[config.mk]
export PLATFORM = sky130hd
export DESIGN_NAME = reg_read_stage_flat
export DESIGN_NICKNAME = d
export VERILOG_FILES = /design/src/rtl/reg_read_stage_pkg.sv /design/src/rtl/reg_read_stage_if.sv /design/src/rtl/reg_read_stage_rr_operand_sel.sv /design/src/rtl/reg_read_stage.sv /design/src/flat_wrapper.sv
export SDC_FILE = /design/constraint.sdc
export NUM_CORES = 1
export LEC_CHECK = 0
export CORE_AREA = 10 10 103 151
export DETAILED_ROUTE_END_ITERATION = 10
export DIE_AREA = 0 0 113 161
export GPL_TIMING_DRIVEN = 0
export PLACE_DENSITY = 0.84
export SKIP_CTS_REPAIR_TIMING = 1
export SLEW_MARGIN = 20
export SYNTH_ARGS = -nofsm -noshare
export SYNTH_HDL_FRONTEND = slang
export SYNTH_SLANG_ARGS = --single-unit
[constraint.sdc]
create_clock -name clk -period 2.7 [get_ports clk]
set_clock_uncertainty 0.15 [all_clocks]
set_input_delay 0.81 -clock clk [delete_from_list [all_inputs] [get_ports clk]]
set_output_delay 0.81 -clock clk [all_outputs]
set_load 0.01 [all_outputs]
[src/rtl/reg_read_stage_pkg.sv]
// Shared widths and payload types for the register-read stage.
package reg_read_stage_pkg;

  localparam int unsigned XLEN        = 32;
  localparam int unsigned PRF_ENTRIES = 64;
  localparam int unsigned PREG_BITS   = $clog2(PRF_ENTRIES);
  localparam int unsigned OP_BITS     = 6;

  typedef logic [PREG_BITS-1:0] preg_t;
  typedef logic [XLEN-1:0]      xlen_t;
  typedef logic [OP_BITS-1:0]   op_t;

  typedef struct packed {
    op_t   op;
    preg_t rs1;
    preg_t rs2;
    preg_t rd;
    xlen_t imm;
    logic  use_imm;
  } rr_uop_t;

  typedef struct packed {
    op_t   op;
    xlen_t src1;
    xlen_t src2;
    preg_t rd;
  } ex_packet_t;

endpackage

[src/rtl/reg_read_stage_if.sv]
// Scheduler / PRF / writeback / execute signals seen by the register-read stage.
interface reg_read_stage_if;
  import reg_read_stage_pkg::*;

  logic  flush;
  logic  iss_valid;
  logic  iss_ready;
  op_t   iss_op;
  preg_t iss_rs1_preg;
  preg_t iss_rs2_preg;
  preg_t iss_rd_preg;
  xlen_t iss_imm;
  logic  iss_use_imm;
  preg_t prf_rs1_addr;
  preg_t prf_rs2_addr;
  xlen_t prf_rs1_data;
  xlen_t prf_rs2_data;
  logic  wb_valid;
  preg_t wb_preg;
  xlen_t wb_data;
  logic  ex_valid;
  logic  ex_ready;
  op_t   ex_op;
  xlen_t ex_src1;
  xlen_t ex_src2;
  preg_t ex_rd_preg;

  // Environment side: scheduler, PRF, writeback bus and execute.
  modport master (
    output flush, iss_valid, iss_op, iss_rs1_preg, iss_rs2_preg, iss_rd_preg,
           iss_imm, iss_use_imm, prf_rs1_data, prf_rs2_data,
           wb_valid, wb_preg, wb_data, ex_ready,
    input  iss_ready, prf_rs1_addr, prf_rs2_addr,
           ex_valid, ex_op, ex_src1, ex_src2, ex_rd_preg
  );

  modport slave (
    input  flush, iss_valid, iss_op, iss_rs1_preg, iss_rs2_preg, iss_rd_preg,
           iss_imm, iss_use_imm, prf_rs1_data, prf_rs2_data,
           wb_valid, wb_preg, wb_data, ex_ready,
    output iss_ready, prf_rs1_addr, prf_rs2_addr,
           ex_valid, ex_op, ex_src1, ex_src2, ex_rd_preg
  );
endinterface

[src/rtl/reg_read_stage_rr_operand_sel.sv]
// Per-source operand select: preg-0 zeroing, optional writeback forward, imm mux.
// Forwarding is compiled in only when RR_BYPASS_EN is defined.
module reg_read_stage_rr_operand_sel
  import reg_read_stage_pkg::*;
(
  input  preg_t preg_i,
  input  xlen_t prf_data_i,
  input  logic  wb_valid_i,
  input  preg_t wb_preg_i,
  input  xlen_t wb_data_i,
  input  logic  use_imm_i,
  input  xlen_t imm_i,
  output xlen_t src_c_o
);

`ifdef RR_BYPASS_EN
  logic wb_hit;
  assign wb_hit = wb_valid_i && (wb_preg_i == preg_i);
`else
  logic unused_wb;
  assign unused_wb = ^{wb_valid_i, wb_preg_i, wb_data_i};
`endif

  always_comb begin
    src_c_o = '0;
    if (use_imm_i) begin
      src_c_o = imm_i;
    end else if (preg_i != '0) begin
`ifdef RR_BYPASS_EN
      src_c_o = wb_hit ? wb_data_i : prf_data_i;
`else
      src_c_o = prf_data_i;
`endif
    end
  end

endmodule

[src/rtl/reg_read_stage.sv]
// Two-stage elastic register-read stage: RR0 latches the uop and reads the PRF,
// RR1 holds the finished operand packet for execute. Optional macro: RR_BYPASS_EN.
module reg_read_stage
  import reg_read_stage_pkg::*;
(
  input logic             clk,
  input logic             rst,
  reg_read_stage_if.slave rr_if
);

  logic       rr0_valid_q, rr0_valid_d;
  rr_uop_t    rr0_uop_q,   rr0_uop_d;
  logic       rr1_valid_q, rr1_valid_d;
  ex_packet_t rr1_pkt_q,   rr1_pkt_d;
  logic       adv0, adv1;
  xlen_t      src1, src2;
  rr_uop_t    iss_uop;

  assign adv1 = !rr1_valid_q || rr_if.ex_ready;
  assign adv0 = !rr0_valid_q || adv1;

  assign iss_uop = '{op: rr_if.iss_op, rs1: rr_if.iss_rs1_preg, rs2: rr_if.iss_rs2_preg,
                     rd: rr_if.iss_rd_preg, imm: rr_if.iss_imm, use_imm: rr_if.iss_use_imm};

  reg_read_stage_rr_operand_sel u_sel_src1 (
    .preg_i     (rr0_uop_q.rs1),
    .prf_data_i (rr_if.prf_rs1_data),
    .wb_valid_i (rr_if.wb_valid),
    .wb_preg_i  (rr_if.wb_preg),
    .wb_data_i  (rr_if.wb_data),
    .use_imm_i  (1'b0),
    .imm_i      (rr0_uop_q.imm),
    .src_c_o    (src1)
  );

  reg_read_stage_rr_operand_sel u_sel_src2 (
    .preg_i     (rr0_uop_q.rs2),
    .prf_data_i (rr_if.prf_rs2_data),
    .wb_valid_i (rr_if.wb_valid),
    .wb_preg_i  (rr_if.wb_preg),
    .wb_data_i  (rr_if.wb_data),
    .use_imm_i  (rr0_uop_q.use_imm),
    .imm_i      (rr0_uop_q.imm),
    .src_c_o    (src2)
  );

  // RR0 fields are zeroed whenever it empties so the PRF addresses read 0 then.
  always_comb begin
    rr0_valid_d = rr0_valid_q;
    rr0_uop_d   = rr0_uop_q;
    rr1_valid_d = rr1_valid_q;
    rr1_pkt_d   = rr1_pkt_q;
    if (rr_if.flush) begin
      rr0_valid_d = 1'b0;
      rr0_uop_d   = '0;
      rr1_valid_d = 1'b0;
    end else begin
      if (adv0) begin
        rr0_valid_d = rr_if.iss_valid;
        rr0_uop_d   = rr_if.iss_valid ? iss_uop : '0;
      end
      if (adv1) begin
        rr1_valid_d = rr0_valid_q;
        if (rr0_valid_q) begin
          rr1_pkt_d.op   = rr0_uop_q.op;
          rr1_pkt_d.src1 = src1;
          rr1_pkt_d.src2 = src2;
          rr1_pkt_d.rd   = rr0_uop_q.rd;
        end
      end
    end
  end

  always_ff @(posedge clk) begin
    if (rst) begin
      rr0_valid_q <= 1'b0;
      rr0_uop_q   <= '0;
      rr1_valid_q <= 1'b0;
      rr1_pkt_q   <= '0;
    end else begin
      rr0_valid_q <= rr0_valid_d;
      rr0_uop_q   <= rr0_uop_d;
      rr1_valid_q <= rr1_valid_d;
      rr1_pkt_q   <= rr1_pkt_d;
    end
  end

  assign rr_if.iss_ready    = adv0 && !rr_if.flush;
  assign rr_if.prf_rs1_addr = rr0_uop_q.rs1;
  assign rr_if.prf_rs2_addr = rr0_uop_q.rs2;
  assign rr_if.ex_valid     = rr1_valid_q;
  assign rr_if.ex_op        = rr1_pkt_q.op;
  assign rr_if.ex_src1      = rr1_pkt_q.src1;
  assign rr_if.ex_src2      = rr1_pkt_q.src2;
  assign rr_if.ex_rd_preg   = rr1_pkt_q.rd;

endmodule

[src/flat_wrapper.sv]
// flat-port wrapper written by rule: the top's interface ports become plain ports
module reg_read_stage_flat import reg_read_stage_pkg::*;
  (clk, rst, rr_if_flush, rr_if_iss_valid, rr_if_iss_op, rr_if_iss_rs1_preg, rr_if_iss_rs2_preg, rr_if_iss_rd_preg, rr_if_iss_imm, rr_if_iss_use_imm, rr_if_prf_rs1_data, rr_if_prf_rs2_data, rr_if_wb_valid, rr_if_wb_preg, rr_if_wb_data, rr_if_ex_ready, rr_if_iss_ready, rr_if_prf_rs1_addr, rr_if_prf_rs2_addr, rr_if_ex_valid, rr_if_ex_op, rr_if_ex_src1, rr_if_ex_src2, rr_if_ex_rd_preg);
  reg_read_stage_if rr_if_i ();
  input logic clk;
  input logic rst;
  input wire logic [$bits(rr_if_i.flush)-1:0] rr_if_flush;
  input wire logic [$bits(rr_if_i.iss_valid)-1:0] rr_if_iss_valid;
  input wire logic [$bits(rr_if_i.iss_op)-1:0] rr_if_iss_op;
  input wire logic [$bits(rr_if_i.iss_rs1_preg)-1:0] rr_if_iss_rs1_preg;
  input wire logic [$bits(rr_if_i.iss_rs2_preg)-1:0] rr_if_iss_rs2_preg;
  input wire logic [$bits(rr_if_i.iss_rd_preg)-1:0] rr_if_iss_rd_preg;
  input wire logic [$bits(rr_if_i.iss_imm)-1:0] rr_if_iss_imm;
  input wire logic [$bits(rr_if_i.iss_use_imm)-1:0] rr_if_iss_use_imm;
  input wire logic [$bits(rr_if_i.prf_rs1_data)-1:0] rr_if_prf_rs1_data;
  input wire logic [$bits(rr_if_i.prf_rs2_data)-1:0] rr_if_prf_rs2_data;
  input wire logic [$bits(rr_if_i.wb_valid)-1:0] rr_if_wb_valid;
  input wire logic [$bits(rr_if_i.wb_preg)-1:0] rr_if_wb_preg;
  input wire logic [$bits(rr_if_i.wb_data)-1:0] rr_if_wb_data;
  input wire logic [$bits(rr_if_i.ex_ready)-1:0] rr_if_ex_ready;
  output wire logic [$bits(rr_if_i.iss_ready)-1:0] rr_if_iss_ready;
  output wire logic [$bits(rr_if_i.prf_rs1_addr)-1:0] rr_if_prf_rs1_addr;
  output wire logic [$bits(rr_if_i.prf_rs2_addr)-1:0] rr_if_prf_rs2_addr;
  output wire logic [$bits(rr_if_i.ex_valid)-1:0] rr_if_ex_valid;
  output wire logic [$bits(rr_if_i.ex_op)-1:0] rr_if_ex_op;
  output wire logic [$bits(rr_if_i.ex_src1)-1:0] rr_if_ex_src1;
  output wire logic [$bits(rr_if_i.ex_src2)-1:0] rr_if_ex_src2;
  output wire logic [$bits(rr_if_i.ex_rd_preg)-1:0] rr_if_ex_rd_preg;
  assign rr_if_i.flush = rr_if_flush;
  assign rr_if_i.iss_valid = rr_if_iss_valid;
  assign rr_if_i.iss_op = rr_if_iss_op;
  assign rr_if_i.iss_rs1_preg = rr_if_iss_rs1_preg;
  assign rr_if_i.iss_rs2_preg = rr_if_iss_rs2_preg;
  assign rr_if_i.iss_rd_preg = rr_if_iss_rd_preg;
  assign rr_if_i.iss_imm = rr_if_iss_imm;
  assign rr_if_i.iss_use_imm = rr_if_iss_use_imm;
  assign rr_if_i.prf_rs1_data = rr_if_prf_rs1_data;
  assign rr_if_i.prf_rs2_data = rr_if_prf_rs2_data;
  assign rr_if_i.wb_valid = rr_if_wb_valid;
  assign rr_if_i.wb_preg = rr_if_wb_preg;
  assign rr_if_i.wb_data = rr_if_wb_data;
  assign rr_if_i.ex_ready = rr_if_ex_ready;
  assign rr_if_iss_ready = rr_if_i.iss_ready;
  assign rr_if_prf_rs1_addr = rr_if_i.prf_rs1_addr;
  assign rr_if_prf_rs2_addr = rr_if_i.prf_rs2_addr;
  assign rr_if_ex_valid = rr_if_i.ex_valid;
  assign rr_if_ex_op = rr_if_i.ex_op;
  assign rr_if_ex_src1 = rr_if_i.ex_src1;
  assign rr_if_ex_src2 = rr_if_i.ex_src2;
  assign rr_if_ex_rd_preg = rr_if_i.ex_rd_preg;
  reg_read_stage u_core (.clk(clk), .rst(rst), .rr_if(rr_if_i));
endmodule
* Word-level counts from Yosys, hierarchy flattened
Cells that the tools add are included.
Operators by class: bitwise gates (word level) 1, reductions and logical operators 10, multiplexer cells 4
Operators by type and width (count):
- 2-to-1 mux 32 bit | 3
- 2-to-1 mux 57 bit | 1
- nonzero test 6 bit | 2
- zero test 1 bit | 3
- AND reduction 3 bit | 1
- logical OR 1 bit | 2
- OR reduction 2 bit | 1
- logical AND 1 bit | 1
- NOT 1 bit | 1
Storage, ports and cells: flip-flop bits (word level) 135, output and inout bits 90, word-level logic and storage cells 27, bits of input ports 165

* Depth between registers and ports, before layout
depth in word-level cells 4, gate-level depth with buffers 7, gate-level depth less buffers 4

* Cells and area by module
From an unflattened synthesis, not the netlist that was laid out.
Second synthesis, totals: cell total of the unflattened synthesis 760, area, all modules 6825.3 um^2
Modules (own cells, without submodules):
- reg_read_stage | area each 5596.6 um^2, seq. area each 2702.6 um^2, instances 1, cells each 608
- reg_read_stage_rr_operand_sel | area each 614.3 um^2, seq. area each 0.0 um^2, instances 2, cells each 76

* Worst setup path after synthesis
OpenSTA, ideal clock, no wires.
kind input -> output, start point input rr_if_ex_ready, end point output rr_if_iss_ready, arrival time 1471 ps, buffers on the path 1, data required time 1740 ps, stages on the path 4, setup slack 269 ps, cell sequence nand2b_4 > nor2_2 > clkbuf_1 > nor2_1
Between the ends: word-level cells in the longest chain between the ends 3
Ends and longest elaborated chain:
- start: declaration | line flat_wrapper.sv:20 | input wire logic [$bits(rr_if_i.ex_ready)-1:0] rr_if_ex_ready;
- logical OR 1 bit | line reg_read_stage.sv:19 | assign adv1 = !rr1_valid_q || rr_if.ex_ready;
- logical OR 1 bit | line reg_read_stage.sv:20 | assign adv0 = !rr0_valid_q || adv1;
- logical AND 1 bit | line reg_read_stage.sv:88 | assign rr_if.iss_ready = adv0 && !rr_if.flush;
- end: declaration | line flat_wrapper.sv:21 | output wire logic [$bits(rr_if_i.iss_ready)-1:0] rr_if_iss_ready;
No other way between the ends.

* Final worst setup path
start point input rr_if_flush, end point output rr_if_iss_ready
Between the ends: word-level cells in the longest chain between the ends 2
Ends and longest elaborated chain:
- start: declaration | line flat_wrapper.sv:7 | input wire logic [$bits(rr_if_i.flush)-1:0] rr_if_flush;
- zero test 1 bit | line reg_read_stage.sv:88
- logical AND 1 bit | line reg_read_stage.sv:88
No other way between the ends.

==> flow_metrics.tcl <==
set metrics [dict create \
    outcome "finished clean" \
    drive_gt1_share_pct 16.1 \
    rsz0062_at_grt "no" \
    powerDensity_mw_per_mm2 599 \
    reg2reg_slack_ns 0.94 \
    avgSynthCellArea_um2 8.57 \
    wl_per_cell_um 18.2 \
    met3_usage_pct 6.67 \
    yosys-top-cells-area "dfxtp_1 (48%), a21oi_1 (9.4%), nand2_1 (7.7%), nand3_1 (5.4%), nand3_2 (5.0%)" \
    drt-pass1-iter-count 4 \
    finalCoreUtilization_pct 68.0 \
    clock.fmax_mhz 396 \
    ys_seq_area_share_pct 47.9 \
    synth_fa_ha_area_share_pct 0 \
    core-area_mm2 0.0128 \
    synthesis.nets 824 \
    relSlewSlack_pct 52.0 \
    synthesis.area_mm2 0.00565 \
    cts_htree_levels 4 \
    slew_violations 0 \
    cts_buffers 17 \
    min_period_over_period_pct 93.6 \
    start_util_pct 44.0 \
    regToRegStartpoint "u_core.rr_if.prf_rs2_addr[1]" \
    areaGrowthSynthToFinish_pct 54.4 \
    path_cells "clkdlybuf4s50_1 -> nor2_4 -> buf_6" \
    clkSinkCount 135 \
    yosys.area.top_type_share_pct 47.9 \
    holdPathStages 2 \
    finalNetCount 1061 \
    worst_r2r_path_depth 5 \
    cp.required_ns 1.74 \
    die_w_um 113 \
    hold_violations 0 \
    slowest_stage "clkdlybuf4s50_1" \
    wl_mm 19.5 \
    die_h_um 161 \
    min_from "u_core.rr0_uop_q[24]" \
    vdd_ir_drop_max_v 0.000411 \
    holdPathEnd "u_core.rr0_uop_q[24]" \
    setup_slack_ns 0.172 \
    cts_tree "built" \
    grtUsageMet2_pct 36.8 \
    clock-root-buffer "clkbuf_16" \
    dieArea_mm2 0.0182 \
    grt_antenna_before_repair 1 \
    dpl.cell_count 1032 \
    cpPeakStageDelay_ns 0.49 \
    crit_path_max_fanout 3 \
    drtAntennaViolNets 0 \
    hold_class "reg -> reg" \
    tightest_slew_ns 0.720 \
    worst-path-buf-inv 2 \
    cts.clk_slew.worst_paths_ns 0.06 \
    dp_hpwl_mm 14.8 \
    overflow 0 \
    clock_latency_ns 0.41 \
    netlist_instances 659 \
    setup_viol 0 \
    grt_util_all_layers_pct 20.7 \
    min_period_ns 2.53 \
    arrival_ns 1.57 \
    ios 255 \
    crit_type "in -> out" \
    grt_start_max_net_pins 17 \
    synthMuxAreaShare_pct 0 \
    synth_top_family_by_area "simple AND/OR/NAND/NOR gates" \
    design_area_mm2 0.00872 \
    pre_cts_slack_ns -0.823 \
    ys_seq_elements 135 \
    startpoint_type "input port" \
    synth.distinct_cells 22 \
    use_met1_pct 21.4 \
    place_congestion 0.820 \
    clock_path_buffers 2 \
    power_leakage_nw 3.00 \
    synth_compound_area_share_pct 18.0 \
    portBuffers 214 \
    viasPerCell 5.21 \
    rows 51 \
    via_count 5573 \
    drc 0 \
    synthSimpleGateAreaFrac_pct 25.9 \
    post_dp_cell_area_mm2 0.00799 \
    synth_top_area_cell "dfxtp_1" \
    setup_tns_ns 0 \
    timing.rr.end "u_core.rr_if.ex_src2[12]" \
    top_usage_layer "met2" \
    ys_warn_count 0 \
    drtIter0Drc 301 \
    fin_cells 1069 \
    grt_pass1_wl_mm 30.3 \
    grt_pass1_vias 5778 \
    path_delay_family "buffers and inverters" \
    synthXorXnorAreaFrac_pct 0 \
    maxCapViolCount 0 \
    cp-end-kind "output pin" \
]
-- state kept, by name, summed over array words and instances, names as in the netlist --
register / cells
u_core.rr0_uop_q: 45
u_core.rr_if.ex_src1: 32
u_core.rr_if.ex_src2: 32
u_core.rr_if.ex_op: 6
u_core.rr_if.ex_rd_preg: 6
u_core.rr_if.prf_rs1_addr: 6
u_core.rr_if.prf_rs2_addr: 6
u_core.rr0_valid_q: 1
u_core.rr_if.ex_valid: 1
-- cell families (layout without fill, tap and decap cells) --
group	count (synthesis)	count (layout)
compound gates	166	166
other cells	0	1
simple gates	282	282
flops	135	135
buf+inv	76	326
-- layout make-up --
cell class / count / area (µm²)
Timing Repair Buffer: 218 / 2180
Clock inverter: 11 / 194
Inverter: 1 / 3.75
Multi-Input combinational cell: 448 / 2490
Fill cell: 1072 / 4110
Buffer: 75 / 470
Antenna cell: 1 / 2.50
Tap cell: 159 / 199
Clock buffer: 21 / 480
Sequential cell: 135 / 2700
-- tightest hold or removal path, stage by stage (launching register included) --
cell	delay, ns
dfxtp_1	0.31
nand2_1	0.05
a21oi_1	0.05
-- report_power, final --
part	internal [mW]	switching, mW
registers	2.04	0.0253
logic	0.294	0.247
clock network	1.74	0.880
-- layer usage --
metal / up-vias / wire length, µm
met5: - / 0
met4: 0 / 692
met3: 39 / 1440
met2: 203 / 10100
met1: 2600 / 7220
li1: 2731 / -
-- worst max path at each step --
stage	start	endpoint	depth (start not counted)
2_1_floorplan	rr_if_ex_ready	rr_if_iss_ready	4
5_1_grt	rr_if_flush	rr_if_iss_ready	3
4_1_cts	rr_if_ex_ready	rr_if_iss_ready	6
6_report	rr_if_flush	rr_if_iss_ready	3
3_3_place_gp	rr_if_ex_ready	rr_if_iss_ready	6
3_5_place_dp	rr_if_ex_ready	rr_if_iss_ready	6
-- layout by cell type (no fill, tap or decap), drive strengths merged, types with 5 or more instances in the layout --
| cell | instances |
|---|---|
| nand2 | 116 |
| a211oi | 32 |
| nor2 | 38 |
| nand3b | 32 |
| clkbuf | 41 |
| nand3 | 89 |
| clkinv | 5 |
| a21oi | 134 |
| clkdlybuf4s50 | 212 |
| buf | 60 |
| dfxtp | 135 |
| bufinv | 5 |
-- per-stage QoR --
step / power (mW) / hold WS (ns)
after floorplan: 2.33 / 0.282
after global placement: 2.64 / 0.286
after detailed placement: 2.65 / 0.293
after CTS: 5.24 / 0.301
after global routing: 5.39 / 0.315
final: 5.22 / 0.299
-- Yosys cell counts --
cell and count:
a21oi_2 28, nand3b_1 32, buf_1 6, a21oi_1 106, nor2b_2 1, buf_12 4, a211oi_1 32, inv_1 1
and2_1 1, nand2b_4 1, buf_4 22, nand3_1 61, buf_2 21, nand2_1 116, nor2_1 37, buf_6 1
nor2_2 1, nor4_1 2, nand3_2 28, dfxtp_1 135, or2_1 2, clkbuf_1 21
No activity file was read; power rests on OpenSTA's default activity.
==> RTL edit 1: new RTL, same flow settings <==
`OP_BITS`: 6 -> 4.
--- a/src/rtl/reg_read_stage_pkg.sv
+++ b/src/rtl/reg_read_stage_pkg.sv
@@ -4,7 +4,7 @@
   localparam int unsigned XLEN        = 32;
   localparam int unsigned PRF_ENTRIES = 64;
   localparam int unsigned PREG_BITS   = $clog2(PRF_ENTRIES);
-  localparam int unsigned OP_BITS     = 6;
+  localparam int unsigned OP_BITS     = 4;
 
   typedef logic [PREG_BITS-1:0] preg_t;
   typedef logic [XLEN-1:0]      xlen_t;
Interface: changed (resized rr_if_ex_op and rr_if_iss_op); port bits go from 255 to 251. The function was not compared with the original's and may differ.
==> RTL edit 1 against the unedited design <==
  * Wire length is 4.6% lower
  * Clock power shrank 12%
  * Via count is 3.1% lower
  * Largest cell class unchanged
  * Area after synthesis is 4.9% lower
  * Cell area is 4.8% lower
  * Sequential cell count fell by 4
  * Count of clock-buffer cells in the layout fell by 3
  * Synthesized cell count is 2.7% lower
  * Power decreased by 7.7%
  * Worst setup slack hardly changed
  * Critical path depth unchanged
==> RTL edit 1: results (changes against the unedited design) <==
largest net degree at the start of global routing 17 (unchanged); CP top delay family buffers and inverters (unchanged); mux share of post-synthesis cell area 0% (unchanged); initial DRC count 251 (was 301); GPL Wtd Cong 0.8400 (was 0.8199); FILL cells 1101 (was 1072); HPWL after DPL 14080 um (was 14820 um); clk slew on worst S/H paths 0.06 ns (about the same); largest cells by area after synthesis dfxtp_1 49%, a21oi_1 12%, nand3_1 8.1% (was dfxtp_1 48%, a21oi_1 9.4%, nand2_1 7.7%); Synth cell types 20 (was 22); gr usage total 19.82% (was 20.75%); status finished clean (unchanged); Rel. slew slack 53.06% (was 51.97%); Vias 5402 (was 5573); Crit path largest cell delay 0.50 ns; drt first pass iters 5 (was 4); layout cell share with drive strength beyond 1 12.98% (was 16.06%); Leak 2.923 nW (was 3.003 nW); setup slack after placement -0.7542 ns (was -0.8230 ns); Post-synth top cells 131 x dfxtp_1, 130 x a21oi_1, 110 x nand2_1, 87 x nand3_1, 37 x nor2_1 (was 135 x dfxtp_1, 116 x nand2_1, 106 x a21oi_1, 61 x nand3_1, 37 x nor2_1); max FFs per register 43 (was 45); Cell Area, Placed 7672 um^2 (was 7986 um^2); Critical Path AT 1.57 ns (about the same); Root Buffer clkbuf_16 (unchanged); input/output buffers 210 (was 214); DRC 0 (unchanged); DR WL/cell 17.74 um (was 18.20 um); worst hold path type reg -> reg (unchanged); first-pass GRT wire length 29140 um (was 30310 um); Synth Area in Compound Gates 18.45% (was 18.00%); Hold Path Depth 2 (unchanged); Final Non-Filler Cells 1046 (was 1069); reg2reg path depth 7 (was 5); vias in the first global route 5526 (was 5778); Syn Inst Count 641 (was 659); worst vdd ir 0.0004470 V (was 0.0004106 V); Seq/Total Area, Yosys 48.82% (was 47.87%); post-synth net total 804 (was 824)
-- RTL edit 1: worst paths after layout --
path	startpoint	endpoint	slack (ns)
worst min register to register	u_core.rr0_uop_q[35]	u_core.rr_if.ex_rd_preg[2]	0.30
worst max register to register	u_core.rr_if.ex_valid	u_core.rr_if.ex_src2[9]	1.09
worst min-delay path	u_core.rr0_uop_q[35]	u_core.rr_if.ex_rd_preg[2]	0.30
worst max-delay path	rr_if_flush	rr_if_iss_ready	0.17
-- RTL edit 1: power by group --
part           total [W]  internal (W)  switching [W]  leakage (nW)
Clock            0.00230       0.00139       0.000904         0.272
Combinational   0.000522      0.000289       0.000232          1.59
Sequential       0.00200       0.00198      0.0000244          1.06
Total            0.00482       0.00366        0.00116          2.92
-- RTL edit 1: kinds of logic (layout without fill, tap and decap cells) --
group,after synthesis,count (layout)
DFF,131,131
other,0,1
AOI/OAI and AO/OA,162,162
buffers and inverters,74,319
and+or+nand+nor,274,274
-- RTL edit 1: routing by layer --
metal / share of wire, % / track usage [%]
met5: 0 / 0
met4: 4.2 / 8.738
met3: 6.9 / 6.340
met2: 52 / 35.14
met1: 37 / 20.73
-- RTL edit 1: per-stage QoR --
stage	util [%]	total power, W	TNS, ns
after floorplan	-	0.002261	0
after global placement	59.82	0.002560	-0.7370
after detailed placement	59.82	0.002567	-0.7542
after CTS	64.44	0.004855	-0.7690
after global routing	64.74	0.005000	0
final	64.74	0.004822	0
-- RTL edit 1: worst reg2reg max path, delay by kind of cell (launching register included) --
kind                   cells  cell delay (ns)
buffers and inverters      3             0.56
flip-flops                 1             0.37
AO/OA/AOI/OAI              2             0.32
AND/OR/NAND/NOR            2             0.15
-- RTL edit 1: cell type report --
type / instances / area (um^2) / area share, %
Antenna cell: 1 / 2.502 / 0.03014
Buffer: 73 / 473.0 / 5.696
Clock buffer: 18 / 439.2 / 5.289
Clock inverter: 14 / 153.9 / 1.854
Inverter: 1 / 3.754 / 0.04521
Multi-Input combinational cell: 436 / 2287 / 27.55
Sequential cell: 131 / 2623 / 31.59
Tap cell: 159 / 198.9 / 2.396
Timing Repair Buffer: 213 / 2122 / 25.56
==> RTL edit 2: new RTL, config.mk and constraints unchanged <==
Without the edit above. Reset style: asynchronous (`rst`), changed in one clocked block.
--- a/src/rtl/reg_read_stage.sv
+++ b/src/rtl/reg_read_stage.sv
@@ -71,7 +71,7 @@
     end
   end
 
-  always_ff @(posedge clk) begin
+  always_ff @(posedge clk or posedge rst) begin
     if (rst) begin
       rr0_valid_q <= 1'b0;
       rr0_uop_q   <= '0;
Formal check against the unedited RTL: differs if rst is asserted again (counterexample within 4 cycles, from zero or initial values and one cycle with rst high); with rst held inactive, the same outputs for 4 cycles.
==> RTL edit 2 against the unedited design <==
  * Area after synthesis rose by 2.1%
  * Register-to-register slack worse by 0.18 ns
  * Count of clock-buffer cells in the layout decreased by 1
  * Cell area increased by 2.0%
  * Wire length is 1.8% lower
  * Sequential cell count stayed put
  * Worst setup slack lost 0.13 ns
  * Sequential share of layout area grew 7.0 points
Power is not compared: it rests on default switching activity, and its combinational part moved more than twofold at a synthesized area within 25%.
==> RTL edit 2: results (changes against the unedited design) <==
status finished clean (unchanged); largest net degree at the start of global routing 37 (was 17); GPL Wtd Cong 0.8877 (was 0.8199); setup slack after placement -0.3684 ns (was -0.8230 ns); Hold Path Depth 1 (was 2); post-synth net total 672 (was 824); HP Start u_core.rr_if.ex_src1[20] (was u_core.rr0_uop_q[24]); largest cells by area after synthesis dfrtp_1 59%, a22o_1 8.5%, o2bb2ai_1 4.6% (was dfxtp_1 48%, a21oi_1 9.4%, nand2_1 7.7%); Synth area leader dfrtp_1 (was dfxtp_1); Synth cell types 28 (was 22); WHS 0.3346 ns (was 0.2990 ns); final layout net count 910 (was 1061); Setup crit start rr_if_ex_ready (was rr_if_flush); Seq/Total Area, Yosys 58.59% (was 47.87%); Synth Area in Compound Gates 22.96% (was 18.00%); R2R Path Start u_core.rr_if.prf_rs2_addr[5] (was u_core.rr_if.prf_rs2_addr[1]); Rel. slew slack 65.04% (was 51.97%); layout cell share with drive strength beyond 1 12.15% (was 16.06%); Reg-to-Reg End u_core.rr_if.ex_src2[5] (was u_core.rr_if.ex_src2[12]); Async SR Flop Fraction 100.0% (was 0%); initial DRC count 229 (was 301); Post-synth top cells 135 x dfrtp_1, 56 x a22o_1, 34 x a21oi_1, 34 x nor2b_1, 33 x nand2_1 (was 135 x dfxtp_1, 116 x nand2_1, 106 x a21oi_1, 61 x nand3_1, 37 x nor2_1); first-pass GRT wire length 29790 um (was 30310 um); Critical Path AT 1.70 ns (was 1.57 ns); drt first pass iters 5 (was 4)
## RTL edit 2: changes by cell type after synthesis, moves of 34 or more
cell,change
a21oi_1,-72
nor2b_1,+34
dfxtp_1,-135
nor2_1,-35
a22o_1,+56
dfrtp_1,+135
nand2_1,-83
## RTL edit 2: metrics by stage
step / setup TNS, ns / cell area [um^2] / util [%] / cells / total power [W]
2_1_floorplan: 0 / 5769 / - / 507 / 0.002936
3_3_place_gp: -137.18 / 8120 / 63.31 / 881 / 0.003695
3_5_place_dp: -0.9228 / 8208 / 63.99 / 885 / 0.003754
4_1_cts: -0.3696 / 8894 / 69.34 / 916 / 0.006427
5_1_grt: 0 / 8894 / 69.34 / 917 / 0.006627
6_report: 0 / 8894 / 69.34 / 917 / 0.006378
## RTL edit 2: cells by family after synthesis
logic type,after synthesis
compound gates,187
flops,135
simple gates,110
buf+inv,63
mux,12
## RTL edit 2: metal layers
layer  vias to the layer above  wire length (um)  global-route usage, %
met2                       230              9978                  35.08
met3                        50              1502                  6.489
met5                         -                 0                      0
met1                      2492              6867                  21.78
li1                       2329                 -                      -
met4                         0               752                  10.94
## RTL edit 2: layout make-up
type / instances / area (um^2)
clock buffer: 20 / 466.7
clock inverter: 11 / 219.0
antenna: 1 / 2.502
timing repair buffer: 219 / 2235
sequential: 135 / 3378
fill: 946 / 3933
buffer: 62 / 337.8
multi-input combinational: 309 / 2048
tap: 159 / 198.9
inverter: 1 / 7.507
## RTL edit 2: worst max-delay path by stage
stage                                end  slack (ns)  cells after the start
floorplan            u_core.rr0_uop_q[0]        0.06                      1
global placement    u_core.rr0_uop_q[13]       -1.02                      2
detailed placement       rr_if_iss_ready       -0.37                      4
CTS                      rr_if_iss_ready       -0.37                      4
global route             rr_if_iss_ready        0.01                      4
finish                   rr_if_iss_ready        0.04                      4
